### config.mk
export PLATFORM = sky130hd
export DESIGN_NAME = stream_pattern_gen_flat
export DESIGN_NICKNAME = d
export VERILOG_FILES = /design/src/rtl/contrast_pkg.sv /design/src/rtl/axi_stream_if.sv /design/src/rtl/stream_xy_counter.sv /design/src/rtl/stream_pattern_gen.sv /design/src/flat_wrapper.sv
export SDC_FILE = /design/constraint.sdc
export NUM_CORES = 1
export LEC_CHECK = 0
export CAP_MARGIN = 10
export CORE_MARGIN = 2
export CORE_UTILIZATION = 53
export DETAILED_ROUTE_END_ITERATION = 10
export GPL_ROUTABILITY_DRIVEN = 1
export PLACE_DENSITY = 0.77
export SLEW_MARGIN = 20
export SYNTH_ARGS = -nofsm -noshare
export SYNTH_HDL_FRONTEND = slang
export SYNTH_HIERARCHICAL = 1
export SYNTH_SLANG_ARGS = --single-unit
### constraint.sdc
create_clock -name clk -period 3.23 [get_ports clk]
set_input_delay 0.646 -clock clk [delete_from_list [all_inputs] [get_ports clk]]
set_output_delay 0.646 -clock clk [all_outputs]
set_load 0.005 [all_outputs]
### src/rtl/contrast_pkg.sv
// Shared types for the stream pattern generator: FSM states, pattern modes
// and a counter-width helper.
package contrast_pkg;

    typedef enum logic [1:0] {
        IDLE   = 2'd0,
        ACTIVE = 2'd1,
        GAP    = 2'd2
    } state_t;

    typedef enum logic [1:0] {
        RAMP_H  = 2'd0,
        RAMP_V  = 2'd1,
        CHECKER = 2'd2,
        CONST   = 2'd3
    } mode_t;

    // Width of a counter covering 0..n-1, never narrower than one bit.
    function automatic int cnt_width(input int n);
        return (n > 1) ? $clog2(n) : 1;
    endfunction

endpackage

### src/rtl/axi_stream_if.sv
// Minimal AXI4-Stream bundle carrying tdata/tvalid/tready/tlast/tuser.
interface AxiStreamIf #(
    parameter int DATA_WIDTH = 8
);
    logic [DATA_WIDTH-1:0] tdata;
    logic                  tvalid;
    logic                  tready;
    logic                  tlast;
    logic                  tuser;

    modport Master (output tdata, tvalid, tlast, tuser, input tready);
    modport Slave  (input tdata, tvalid, tlast, tuser, output tready);
endinterface

### src/rtl/stream_xy_counter.sv
// Raster position counter: x runs 0..width-1 per line, y runs 0..height-1
// per frame; both wrap at their end.
module stream_xy_counter
    import contrast_pkg::*;
#(
    parameter int width  = 640,
    parameter int height = 512,
    localparam int XW    = cnt_width(width),
    localparam int YW    = cnt_width(height)
) (
    input  logic          clk,
    input  logic          rst_n,
    input  logic          advance,
    input  logic          clear,
    output logic [XW-1:0] x,
    output logic [YW-1:0] y,
    output logic          eol,
    output logic          eof
);

    assign eol = (x == XW'(width - 1));
    assign eof = eol && (y == YW'(height - 1));

    always_ff @(posedge clk or negedge rst_n) begin
        if (!rst_n) begin
            x <= '0;
            y <= '0;
        end else if (clear) begin
            x <= '0;
            y <= '0;
        end else if (advance) begin
            if (eol) begin
                x <= '0;
                y <= eof ? '0 : y + 1'b1;
            end else begin
                x <= x + 1'b1;
            end
        end
    end

endmodule

### src/rtl/stream_pattern_gen.sv
// Test-pattern video source: emits FRAME_WIDTH x FRAME_HEIGHT pixel frames
// over AXI4-Stream with optional idle gap after each line.
module stream_pattern_gen
    import contrast_pkg::*;
#(
    parameter int DATA_WIDTH   = 8,
    parameter int FRAME_WIDTH  = 640,
    parameter int FRAME_HEIGHT = 512,
    parameter int GAP_CYCLES   = 16
) (
    input  logic                  clk,
    input  logic                  rst_n,
    AxiStreamIf.Master            m_axis,
    input  logic                  start,
    input  logic                  continuous,
    input  logic [1:0]            mode,
    input  logic [DATA_WIDTH-1:0] const_value,
    output logic                  busy,
    output logic                  frame_done,
    output logic [15:0]           frame_cnt
);

    localparam int XW = cnt_width(FRAME_WIDTH);
    localparam int YW = cnt_width(FRAME_HEIGHT);
    localparam int GW = cnt_width(GAP_CYCLES);

    state_t                state, state_nx;
    mode_t                 mode_q;
    logic [DATA_WIDTH-1:0] const_q;
    logic [GW-1:0]         gap_cnt;
    logic                  restart;
    logic                  latch;
    logic                  clear;
    logic                  active;
    logic                  accept;
    logic                  gap_last;
    logic [XW-1:0]         x;
    logic [YW-1:0]         y;
    logic                  eol;
    logic                  eof;
    logic                  x_b3;
    logic                  y_b3;
    logic [DATA_WIDTH-1:0] pix;
    logic                  unused_bits;

    stream_xy_counter #(
        .width  (FRAME_WIDTH),
        .height (FRAME_HEIGHT)
    ) u_xy (
        .clk     (clk),
        .rst_n   (rst_n),
        .advance (accept),
        .clear   (clear),
        .x       (x),
        .y       (y),
        .eol     (eol),
        .eof     (eof)
    );

    assign active   = (state == ACTIVE);
    assign accept   = active && m_axis.tready;
    assign gap_last = (gap_cnt == GW'(GAP_CYCLES - 1));
    assign busy     = (state != IDLE);

    always_comb begin
        state_nx = state;
        latch    = 1'b0;
        clear    = 1'b0;
        case (state)
            IDLE: begin
                if (start) begin
                    state_nx = ACTIVE;
                    latch    = 1'b1;
                    clear    = 1'b1;
                end
            end
            ACTIVE: begin
                if (accept && eol) begin
                    if (eof && !continuous) begin
                        state_nx = IDLE;
                    end else if (GAP_CYCLES > 0) begin
                        state_nx = GAP;
                    end else begin
                        latch = eof;
                    end
                end
            end
            GAP: begin
                if (gap_last) begin
                    state_nx = ACTIVE;
                    latch    = restart;
                end
            end
            default: state_nx = IDLE;
        endcase
    end

    always_ff @(posedge clk or negedge rst_n) begin
        if (!rst_n) begin
            state      <= IDLE;
            gap_cnt    <= '0;
            restart    <= 1'b0;
            frame_done <= 1'b0;
            frame_cnt  <= '0;
        end else begin
            state      <= state_nx;
            frame_done <= accept && eof;
            if (accept && eof) begin
                frame_cnt <= frame_cnt + 16'd1;
            end
            // restart marks a gap that follows a frame end rather than a line end
            if (accept && eol) begin
                restart <= eof && continuous;
            end
            if (state == GAP) begin
                gap_cnt <= gap_last ? '0 : gap_cnt + 1'b1;
            end else begin
                gap_cnt <= '0;
            end
        end
    end

    // Pattern settings are frozen for the whole frame once latched.
    always_ff @(posedge clk) begin
        if (latch) begin
            mode_q  <= mode_t'(mode);
            const_q <= const_value;
        end
    end

    if (XW > 3) begin : g_xb3
        assign x_b3 = x[3];
    end else begin : g_xb3_zero
        assign x_b3 = 1'b0;
    end

    if (YW > 3) begin : g_yb3
        assign y_b3 = y[3];
    end else begin : g_yb3_zero
        assign y_b3 = 1'b0;
    end

    assign unused_bits = ^{x, y};

    always_comb begin
        pix = '0;
        case (mode_q)
            RAMP_H:  pix = DATA_WIDTH'(x);
            RAMP_V:  pix = DATA_WIDTH'(y);
            CHECKER: pix = (x_b3 ^ y_b3) ? '1 : '0;
            CONST:   pix = const_q;
            default: pix = '0;
        endcase
    end

    assign m_axis.tvalid = active;
    assign m_axis.tdata  = active ? pix : '0;
    assign m_axis.tlast  = active && eol;
    assign m_axis.tuser  = active && (x == '0) && (y == '0);

endmodule

### src/flat_wrapper.sv
// flat-port wrapper written by rule: the top's interface ports become plain ports
module stream_pattern_gen_flat import contrast_pkg::*;
#(
    parameter int DATA_WIDTH   = 8,
    parameter int FRAME_WIDTH  = 640,
    parameter int FRAME_HEIGHT = 512,
    parameter int GAP_CYCLES   = 16
)
  (clk, rst_n, start, continuous, mode, const_value, busy, frame_done, frame_cnt, m_axis_tdata, m_axis_tvalid, m_axis_tlast, m_axis_tuser, m_axis_tready);
  AxiStreamIf #(.DATA_WIDTH(DATA_WIDTH)) m_axis_i ();
  input  logic clk;
  input  logic rst_n;
  input  logic start;
  input  logic continuous;
  input  logic [1:0] mode;
  input  logic [DATA_WIDTH-1:0] const_value;
  output logic busy;
  output logic frame_done;
  output logic [15:0] frame_cnt;
  output wire logic [$bits(m_axis_i.tdata)-1:0] m_axis_tdata;
  output wire logic [$bits(m_axis_i.tvalid)-1:0] m_axis_tvalid;
  output wire logic [$bits(m_axis_i.tlast)-1:0] m_axis_tlast;
  output wire logic [$bits(m_axis_i.tuser)-1:0] m_axis_tuser;
  input wire logic [$bits(m_axis_i.tready)-1:0] m_axis_tready;
  assign m_axis_tdata = m_axis_i.tdata;
  assign m_axis_tvalid = m_axis_i.tvalid;
  assign m_axis_tlast = m_axis_i.tlast;
  assign m_axis_tuser = m_axis_i.tuser;
  assign m_axis_i.tready = m_axis_tready;
  stream_pattern_gen #(.DATA_WIDTH(DATA_WIDTH), .FRAME_WIDTH(FRAME_WIDTH), .FRAME_HEIGHT(FRAME_HEIGHT), .GAP_CYCLES(GAP_CYCLES)) u_core (.clk(clk), .rst_n(rst_n), .m_axis(m_axis_i), .start(start), .continuous(continuous), .mode(mode), .const_value(const_value), .busy(busy), .frame_done(frame_done), .frame_cnt(frame_cnt));
endmodule
Yosys cells after proc, flatten, opt, wreduce, memory -nomap -nowiden
Cells that the tools add are included.
{ "classes": {"mux": 21, "bitwise": 1, "n_eq_ne": 11, "n_addsub": 4, "n_reduce_logical": 19} }
{ "op_table": {"columns": ["cell", "n"], "rows": [
  ["$mux 9", 4],
  ["$pmux 8 s4", 1],
  ["$mux 10", 3],
  ["$add 16x1->16 const B", 1],
  ["$mux 8", 2],
  ["$add 10x1->10 const B", 1],
  ["$eq 10x10->1 const B", 1],
  ["$logic_not 10->1", 1],
  ["$add 9x1->9 const B", 1],
  ["$eq 9x9->1 const B", 1],
  ["$logic_and 1x1->1", 9],
  ["$logic_not 9->1", 1],
  ["$mux 2", 4],
  ["$mux 4", 2],
  ["$eq 2x2->1 const B", 3],
  ["$pmux 2 s3", 1],
  ["$reduce_bool 2->1", 3],
  ["$add 4x1->4 const B", 1],
  ["$eq 2x1->1 const B", 2],
  ["$eq 4x4->1 const B", 1],
  ["$logic_not 2->1", 2],
  ["$ne 2x2->1 const B", 2],
  ["$mux 1", 3],
  ["$reduce_and 3->1", 1],
  ["other kinds (5)", 5]
]} }
{ "word_totals": {"regBits": 53, "output_inout_bits": 29, "word_cells": 65, "in_bits": 15} }

Logic depth before layout (Yosys ltp)
Gate-level depths: netlist of run 1.
{ "depth": {"word_depth": 6, "mapped_depth": 11, "mapped_depth_nobuf": 10} }

By module
The synthesis of run 1 kept the hierarchy.
{ "by_module_without_submodules": {"columns": ["mod", "area_each_um2", "instances", "seq_area_each_um2", "cells_each"], "rows": [
  ["stream_pattern_gen", 1704.1, 1, 900.9, 153],
  ["stream_xy_counter", 1038.5, 1, 475.5, 111]
]} }

Worst setup path before layout of run 1
OpenSTA, ideal clock, no wires.
{ "synth_path": {"path_kind": "flip-flop to flip-flop", "start": "reg u_core.u_xy.y[0]", "end": "reg u_core.frame_cnt[11]", "path_stages_with_launch": 12, "path_buffers": 1, "period_less_slack_ns": 2.557, "required_ns": 3.106, "setup_ns": 0.124, "slack_ns": 0.673, "arrival_ns": 2.433, "path_cell_list": "dfrtp_1 > ha_1 > nand3_1 > or2_1 > nor2_1 > ha_1 > clkbuf_1 > and2_1 > and4_4 > and4_4 > nand4_2 > xnor2_1"} }
{ "synth_between": {"elab_chain_cells": 3} }
{ "synth_rtl": {"columns": ["element", "line", "rtl"], "rows": [
  ["start, declared", "stream_xy_counter.sv:16", "output logic [YW-1:0] y,"],
  ["start signal, assigned", "stream_xy_counter.sv:34", "y <= eof ? '0 : y + 1'b1;"],
  ["$eq 9x9->1", "stream_xy_counter.sv:22", "assign eof = eol && (y == YW'(height - 1));"],
  ["$logic_and 1x1->1", "stream_xy_counter.sv:22", null],
  ["via u_core.eof", "stream_pattern_gen.sv:40", "logic eof;"],
  ["$logic_and 1x1->1", "stream_pattern_gen.sv:108", "if (accept && eof) begin"],
  ["end signal, assigned", "stream_pattern_gen.sv:109", "frame_cnt <= frame_cnt + 16'd1;"],
  ["end, declared", "stream_pattern_gen.sv:20", "output logic [15:0] frame_cnt"]
]} }
The timed path passes the listed nets, and every way through them passes these cells.
A chain may end at the register's enable or synchronous reset.

Worst setup path after layout of run 1
Ends and elaborated chain as after synthesis.

==> flow_metrics.py, run 1 <==
metrics = {
    "sta": {
        "final.min_clock_period_ns": 2.80,
        "finalSetupViolCount": 0,
        "timing_hold_violations_final": 0,
        "period_share": 0.867,
        "peak_clock_frequency_supported_by_timing_mhz": 357,
        "whs_ns": 0.307,
        "final-max-slew-violation-count": 0,
        "setup_repair_after_global_routing_missed_its_margin": "no",
        "finalClockSkew_ns": 0.00517,
        "tns_ns": 0,
        "worst_slew_pin_slew_ns": 0.536,
        "max_slew_margin": 0.642,
        "fin_ws_ns": 0.428,
    },
    "yosys": {
        "synthMostInstantiatedCell": "sky130_fd_sc_hd__dfrtp_1",
        "netlist.area_leader.share": 0.392,
        "number_of_enable_flip_flop_cells_after_synthesis": 10,
        "synth.top_cells.by_count": "sky130_fd_sc_hd__dfrtp_1, sky130_fd_sc_hd__nand2_1, sky130_fd_sc_hd__nor2_1",
        "post-synth-top-area-cell": "sky130_fd_sc_hd__dfrtp_1",
        "postSynthAreaPerCell_um2": 10.4,
        "synth_cell_types": 52,
        "yosys_most_used_dff": "sky130_fd_sc_hd__dfrtp_1",
        "syn_area_mm2": 0.00274,
        "mappedNetlistNets": 284,
        "yosysWarningCount": 6,
        "postSynthCellCount": 264,
        "post_synth_main_area_contributors": "sky130_fd_sc_hd__dfrtp_1, sky130_fd_sc_hd__edfxtp_1, sky130_fd_sc_hd__xnor2_1, sky130_fd_sc_hd__nand2_1, sky130_fd_sc_hd__nor2_1",
        "yosys_register_bits": 53,
        "yosysSeqAreaShare": 0.502,
        "synth_async_sr_flop_share": 0.811,
    },
    "route": {
        "detailedRoute.firstIterationViolations": 99,
        "route.detailed.vias_per_inst": 5.49,
        "totalWireLength_mm": 5.55,
        "routed_wire_length_per_instance_um": 14.7,
        "num_vias": 2076,
        "ant_nets": 0,
        "post-route-drc-count": 0,
        "drtPass1Iterations": 4,
    },
    "grt": {
        "grt_max_degree": 44,
        "grt_first_pass_wirelength_mm": 9.65,
        "grt_remaining_overflow": 0,
        "grt_antenna_before_repair": 0,
        "track_usage": 0.205,
        "grt_pass1_vias": 2005,
    },
    "setup_path": {
        "timing.critical_path.arrival_ns": 3.00,
        "setup.worst_path.class": "reg2reg",
        "crit_fanout": 16,
        "worstPathCellList": "ha_1, nand3_1, or2_1, nor2_1, ha_1, and2_1, and4_4, and4_4, nand4_2, xnor2_1",
        "required_ns": 3.43,
        "r2r_depth": 10,
        "critical_path.slowest_cell": "sky130_fd_sc_hd__dfrtp_1",
        "startpoint_type": "flip-flop",
        "endpoint_kind": "flip-flop",
        "cp_slowest_stage_delay_ns": 0.43,
    },
    "final_layout": {
        "post_route_cells_drive_above_1_share": 0.0974,
        "areaGrowthSynthToFinish_pct": 21.1,
        "finalNetCount": 327,
        "insertedDiodeCount": 0,
    },
    "placed_design": {
        "routabilityCongestion": 0.865,
        "dpl.hpwl_mm": 4.06,
        "port_buffers": 43,
        "detailedPlace.worstSlack_ns": 0.457,
    },
    "clocking": {
        "htree_levels": 2,
        "cts_tree": "yes",
        "postCtsSetupRepairBufs": 0,
        "cts.sinks": 53,
        "clk_pin_slew_ns": 0.09,
        "tritoncts.num_buffers": 5,
        "clockBufferDepth": 2,
        "clk_root_buffer_cell": "sky130_fd_sc_hd__clkbuf_8",
        "postCtsHoldBufs": 0,
        "clkLatencyLatePin_ns": 0.30,
        "cts_repair_resize_count": 0,
    },
    "flow_run": {
        "timing.max_cap.violations": 0,
    },
    "die": {
        "io_pins": 44,
        "die_w_um": 75.9,
        "floorplan.rows": 26,
        "floorplan.core_area_mm2": 0.00504,
        "die_area_mm2": 0.00577,
        "die_height_um": 75.9,
        "initial_core_util": 0.544,
    },
    "status": {
        "status": "complete, no violations",
    },
    "power": {
        "net-switching-power_mw": 0.365,
        "power.leakage_nw": 1.43,
        "power.share.clock": 0.284,
        "vdd_ir_drop_max_uv": 282,
        "power.internal_mw": 0.990,
        "power.share.sequential": 0.590,
        "switching_share": 0.269,
        "power.density_cell_area_mw_per_mm2": 408,
        "pwr-share-comb": 0.126,
        "totalPowerFinal_mw": 1.35,
    },
    "worst_hold_path": {
        "holdCritPathClass": "in2async",
    },
}
## critical path: cells and delay by family (launching register included)
| family | cells | cell delay, ns |
|---|---|---|
| and+or+nand+nor | 7 | 1.51 |
| adders and majority gates | 2 | 0.62 |
| DFF | 1 | 0.43 |
| xor gates and xnor gates | 1 | 0.14 |
## layout by cell type (no fill, tap or decap), drive strengths merged, types with 4 or more instances in the layout
cell type      Yosys  routed
and4               6       6
nand2             33      33
or2                4       4
dfrtp             43      43
mux2i              8       8
nand4              5       5
inv                4       4
and3               5       5
nor4               4       4
ha                 5       5
nand3             13      13
or4                4       4
clkdlybuf4s50      0      42
nor2              22      22
a31oi              6       6
a211oi             7       7
o21ai              5       5
xnor2             18      18
clkbuf             5       6
edfxtp            10      10
a21oi              6       6
nand3b             7       7
xor2               9       9
nor3              10      10
## cell families after synthesis
family / count (synthesis) / share of synthesized area
compound gates: 28 / 0.0643
xor+xnor: 27 / 0.0862
fa+ha+maj: 5 / 0.0228
buf+inv: 13 / 0.0228
flops: 53 / 0.502
mux: 9 / 0.0333
simple gates: 129 / 0.269
## area by class of cell
| class | instances | area, um^2 |
|---|---|---|
| Sequential cell | 53 | 1380 |
| Inverter | 4 | 15.0 |
| Clock buffer | 6 | 82.6 |
| Fill cell | 396 | 1720 |
| Tap cell | 70 | 87.6 |
| Timing Repair Buffer | 45 | 443 |
| Clock inverter | 2 | 13.8 |
| Multi-Input combinational cell | 198 | 1300 |
## final timing paths
check	from	endpoint	slack, ns
hold reg to reg	u_core/frame_cnt[15]$_DFFE_PN0P_	u_core/frame_cnt[15]$_DFFE_PN0P_	0.47
max in group asynchronous	rst_n	u_core/u_xy/x[6]$_DFFE_PN0P_	2.54
setup / recovery	u_core/u_xy/y[0]$_DFFE_PN0P_	u_core/frame_cnt[11]$_DFFE_PN0P_	0.43
min in group clk	u_core/frame_cnt[15]$_DFFE_PN0P_	u_core/frame_cnt[15]$_DFFE_PN0P_	0.47
setup reg to reg	u_core/u_xy/y[0]$_DFFE_PN0P_	u_core/frame_cnt[11]$_DFFE_PN0P_	0.43
hold / removal	rst_n	u_core/u_xy/y[5]$_DFFE_PN0P_	0.31
## power groups by stage
stage / Combinational (mW) / Clock, mW / Sequential [mW]
finish: 0.171 / 0.385 / 0.799
global route: 0.200 / 0.426 / 0.808
CTS: 0.174 / 0.404 / 0.798
detailed placement: 0.173 / 0 / 0.811
global placement: 0.167 / 0 / 0.810
floorplan: 0.102 / 0 / 0.786
## through the flow
stage | cell area, um^2 | cells | utilization
global route | 3320 | 378 | 0.659
global placement | 3220 | 370 | 0.639
CTS | 3320 | 378 | 0.658
floorplan | 2740 | 264 | -
detailed placement | 3220 | 370 | 0.639
finish | 3320 | 378 | 0.659
## flip-flops by register name, indices dropped and copies added, names as in the netlist
| register | cells |
|---|---|
| u_core/const_q | 8 |
| u_core/frame_cnt | 16 |
| u_core/frame_done | 1 |
| u_core/gap_cnt | 4 |
| u_core/mode_q | 2 |
| u_core/restart | 1 |
| u_core/state | 2 |
| u_core/u_xy/x | 10 |
| u_core/u_xy/y | 9 |
## layer usage
layer | track usage | vias to the layer above | part of all wire
met2 | 0.316 | 45 | 0.47
met1 | 0.298 | 1000 | 0.49
met3 | 0.0369 | 7 | 0.035
met5 | 0 | - | 0
met4 | 0.0636 | 0 | 0.0092
li1 | - | 1024 | -
Power figures use the tool's default switching activity.
==> inputs of run 2 (changes only) <==
CORE_UTILIZATION = 57   (was 53)
PLACE_DENSITY = 0.82   (was 0.77)
RECOVER_POWER = 25   (was not set)
clock period = 3.3 ns   (was 3.23 ns; I/O delays follow)
==> run 2 against run 1 <==
The flow now finishes with violations (capacitance limit, slew limit). Sequential share of layout area is 0.30 points higher. Hold slack better by 0.18 ns. Fmax is 2.8% lower. Setup slack worse by 0.010 ns. Cell count is 4.2% lower. Register-to-register slack hardly changed. Final area is 0.72% lower. Wire length is 3.5% higher. Clock power hardly changed. Flip-flop and latch count stayed put. Clock skew hardly changed. Global-route usage is 2.3 points higher.
==> flow_metrics.py, run 2 (synthesis results as in run 1) <==
metrics = {
    "clocking": {
        "cts_tree": "yes",
        "htree_levels": 2,
        "postCtsHoldBufs": 0,
        "tritoncts.num_buffers": 5,
        "cts_repair_resize_count": 0,
        "clockBufferDepth": 2,
        "clkLatencyLatePin_ns": 0.31,
        "clk_root_buffer_cell": "sky130_fd_sc_hd__clkbuf_8",
        "postCtsSetupRepairBufs": 0,
        "clk_pin_slew_ns": 0.09,
        "cts.sinks": 53,
    },
    "setup_path": {
        "worstPathCellList": "ha_1, nand3_1, or2_1, nor2_1, ha_1, and2_1, and4_4, and4_4, nand4_2, xnor2_1",
        "timing.critical_path.arrival_ns": 3.09,
        "timing.rr.end": "u_core/frame_cnt[11]$_DFFE_PN0P_",
        "setup.worst_path.class": "reg2reg",
        "r2r_depth": 10,
        "critical_path.slowest_cell": "sky130_fd_sc_hd__dfrtp_1",
        "cp_slowest_stage_delay_ns": 0.44,
        "worst-r2r-setup-slack_ns": 0.42,
        "endpoint_kind": "flip-flop",
        "required_ns": 3.50,
        "crit_fanout": 16,
        "startpoint_type": "flip-flop",
        "crit-reg2reg-launch": "u_core/u_xy/y[0]$_DFFE_PN0P_",
    },
    "die": {
        "die_area_mm2": 0.00538,
        "floorplan.core_area_mm2": 0.00469,
        "initial_core_util": 0.585,
        "io_pins": 44,
        "floorplan.rows": 25,
        "die_w_um": 73.4,
        "die_height_um": 73.4,
    },
    "grt": {
        "grt_antenna_before_repair": 0,
        "grt_remaining_overflow": 0,
        "track_usage": 0.228,
        "grt_pass1_vias": 1959,
        "grt_max_degree": 44,
        "grt_first_pass_wirelength_mm": 9.43,
    },
    "sta": {
        "tns_ns": 0,
        "final.min_clock_period_ns": 2.88,
        "peak_clock_frequency_supported_by_timing_mhz": 347,
        "finalSetupViolCount": 0,
        "max_slew_margin": -0.505,
        "whs_ns": 0.483,
        "period_share": 0.873,
        "worst_slew_pin_slew_ns": 2.26,
        "final-max-slew-violation-count": 44,
        "setup_repair_after_global_routing_missed_its_margin": "no",
        "finalClockSkew_ns": 0.00550,
        "fin_ws_ns": 0.418,
        "timing_hold_violations_final": 0,
    },
    "worst_hold_path": {
        "hold_path_startpoint": "u_core/frame_cnt[15]$_DFFE_PN0P_",
        "holdCritPathClass": "reg2reg",
        "min_to": "u_core/frame_cnt[15]$_DFFE_PN0P_",
        "worstHoldPathCells": 1,
    },
    "route": {
        "totalWireLength_mm": 5.74,
        "route.detailed.vias_per_inst": 5.82,
        "routed_wire_length_per_instance_um": 15.9,
        "num_vias": 2106,
        "detailedRoute.firstIterationViolations": 152,
        "post-route-drc-count": 0,
        "ant_nets": 0,
        "drtPass1Iterations": 4,
    },
    "status": {
        "violations": "capacitance limit, slew limit",
        "status": "finished with violations",
    },
    "final_layout": {
        "max_flop_register": "u_core/frame_cnt",
        "insertedDiodeCount": 0,
        "top_regs": "u_core/frame_cnt x16, u_core/u_xy/x x10, u_core/u_xy/y x9",
        "final_cell_mix": "sky130_fd_sc_hd__dfrtp_1, sky130_fd_sc_hd__nand2_1, sky130_fd_sc_hd__clkdlybuf4s50_1, sky130_fd_sc_hd__nor2_1, sky130_fd_sc_hd__xnor2_1",
        "final_core_util": 0.703,
        "largest_register_ffs": 16,
        "final_common_cell": "sky130_fd_sc_hd__dfrtp_1",
        "post_route_cells_drive_above_1_share": 0.0942,
        "finalNetCount": 327,
        "areaGrowthSynthToFinish_pct": 20.3,
    },
    "power": {
        "totalPowerFinal_mw": 1.34,
        "net-switching-power_mw": 0.370,
        "power.density_cell_area_mw_per_mm2": 405,
        "pwr-share-comb": 0.125,
        "power.share.clock": 0.286,
        "power.share.sequential": 0.589,
        "power.internal_mw": 0.967,
        "vdd_ir_drop_max_uv": 258,
        "power.leakage_nw": 1.42,
        "switching_share": 0.277,
    },
    "placed_design": {
        "dpl.hpwl_mm": 4.20,
        "detailedPlace.worstSlack_ns": 0.497,
        "routabilityCongestion": 0.877,
        "port_buffers": 43,
    },
    "flow_run": {
        "timing.max_cap.violations": 1,
    },
}
==> run 2: cell count changes in the layout (fill, tap and decap cells not counted), sizes merged <==
cell / delta
buf: -1
clkbuf: +1
clkdlybuf4s50: -10
dlygate4sd3: +10
==> run 2: power by group through the flow <==
stage	Combinational [mW]	Sequential (mW)	Clock (mW)
after floorplan	0.0998	0.769	0
after global placement	0.163	0.795	0
after detailed placement	0.172	0.795	0
after CTS	0.172	0.783	0.392
after global routing	0.191	0.795	0.423
final	0.167	0.787	0.383
==> run 2: how the worst max path moves through the flow <==
stage                                      start  slack, ns                                to  cells past startpoint
global route        u_core/u_xy/y[0]$_DFFE_PN0P_       0.21  u_core/frame_cnt[15]$_DFFE_PN0P_                     10
floorplan           u_core/u_xy/y[0]$_DFFE_PN0P_       0.74  u_core/frame_cnt[11]$_DFFE_PN0P_                     11
detailed placement  u_core/u_xy/y[0]$_DFFE_PN0P_       0.50  u_core/frame_cnt[11]$_DFFE_PN0P_                     10
CTS                 u_core/u_xy/y[0]$_DFFE_PN0P_       0.46  u_core/frame_cnt[11]$_DFFE_PN0P_                     10
global placement    u_core/u_xy/y[0]$_DFFE_PN0P_       0.61  u_core/frame_cnt[11]$_DFFE_PN0P_                     10
finish              u_core/u_xy/y[0]$_DFFE_PN0P_       0.42  u_core/frame_cnt[11]$_DFFE_PN0P_                     10
==> run 2: metal layers <==
metal  track usage  share of wire  vias to the layer above
li1              -              -                     1022
met1         0.321           0.47                     1020
met2         0.345           0.47                       60
met3        0.0562          0.052                        4
met4        0.0808         0.0080                        0
met5             0              0                        -
==> run 2: area by class of cell <==
type,instances,area (um^2)
flip-flops and latches,53,1380
fillers,340,1390
repair buffers,45,439
inverters,4,15.0
clock inverters,2,13.8
multi-input cells,198,1300
well taps,54,67.6
clock buffers,6,82.6
==> run 2: critical path: cells and delay by family (launching register included) <==
kind | cells | cell delay (ns)
and+or+nand+nor | 7 | 1.56
adders and majority gates | 2 | 0.65
DFF | 1 | 0.44
xor gates and xnor gates | 1 | 0.13
==> run 2: metrics by stage <==
stage / cell area (um^2) / std cells
6_report: 3300 / 362
5_1_grt: 3300 / 362
4_1_cts: 3300 / 362
3_5_place_dp: 3200 / 354
3_3_place_gp: 3200 / 354
2_1_floorplan: 2740 / 264
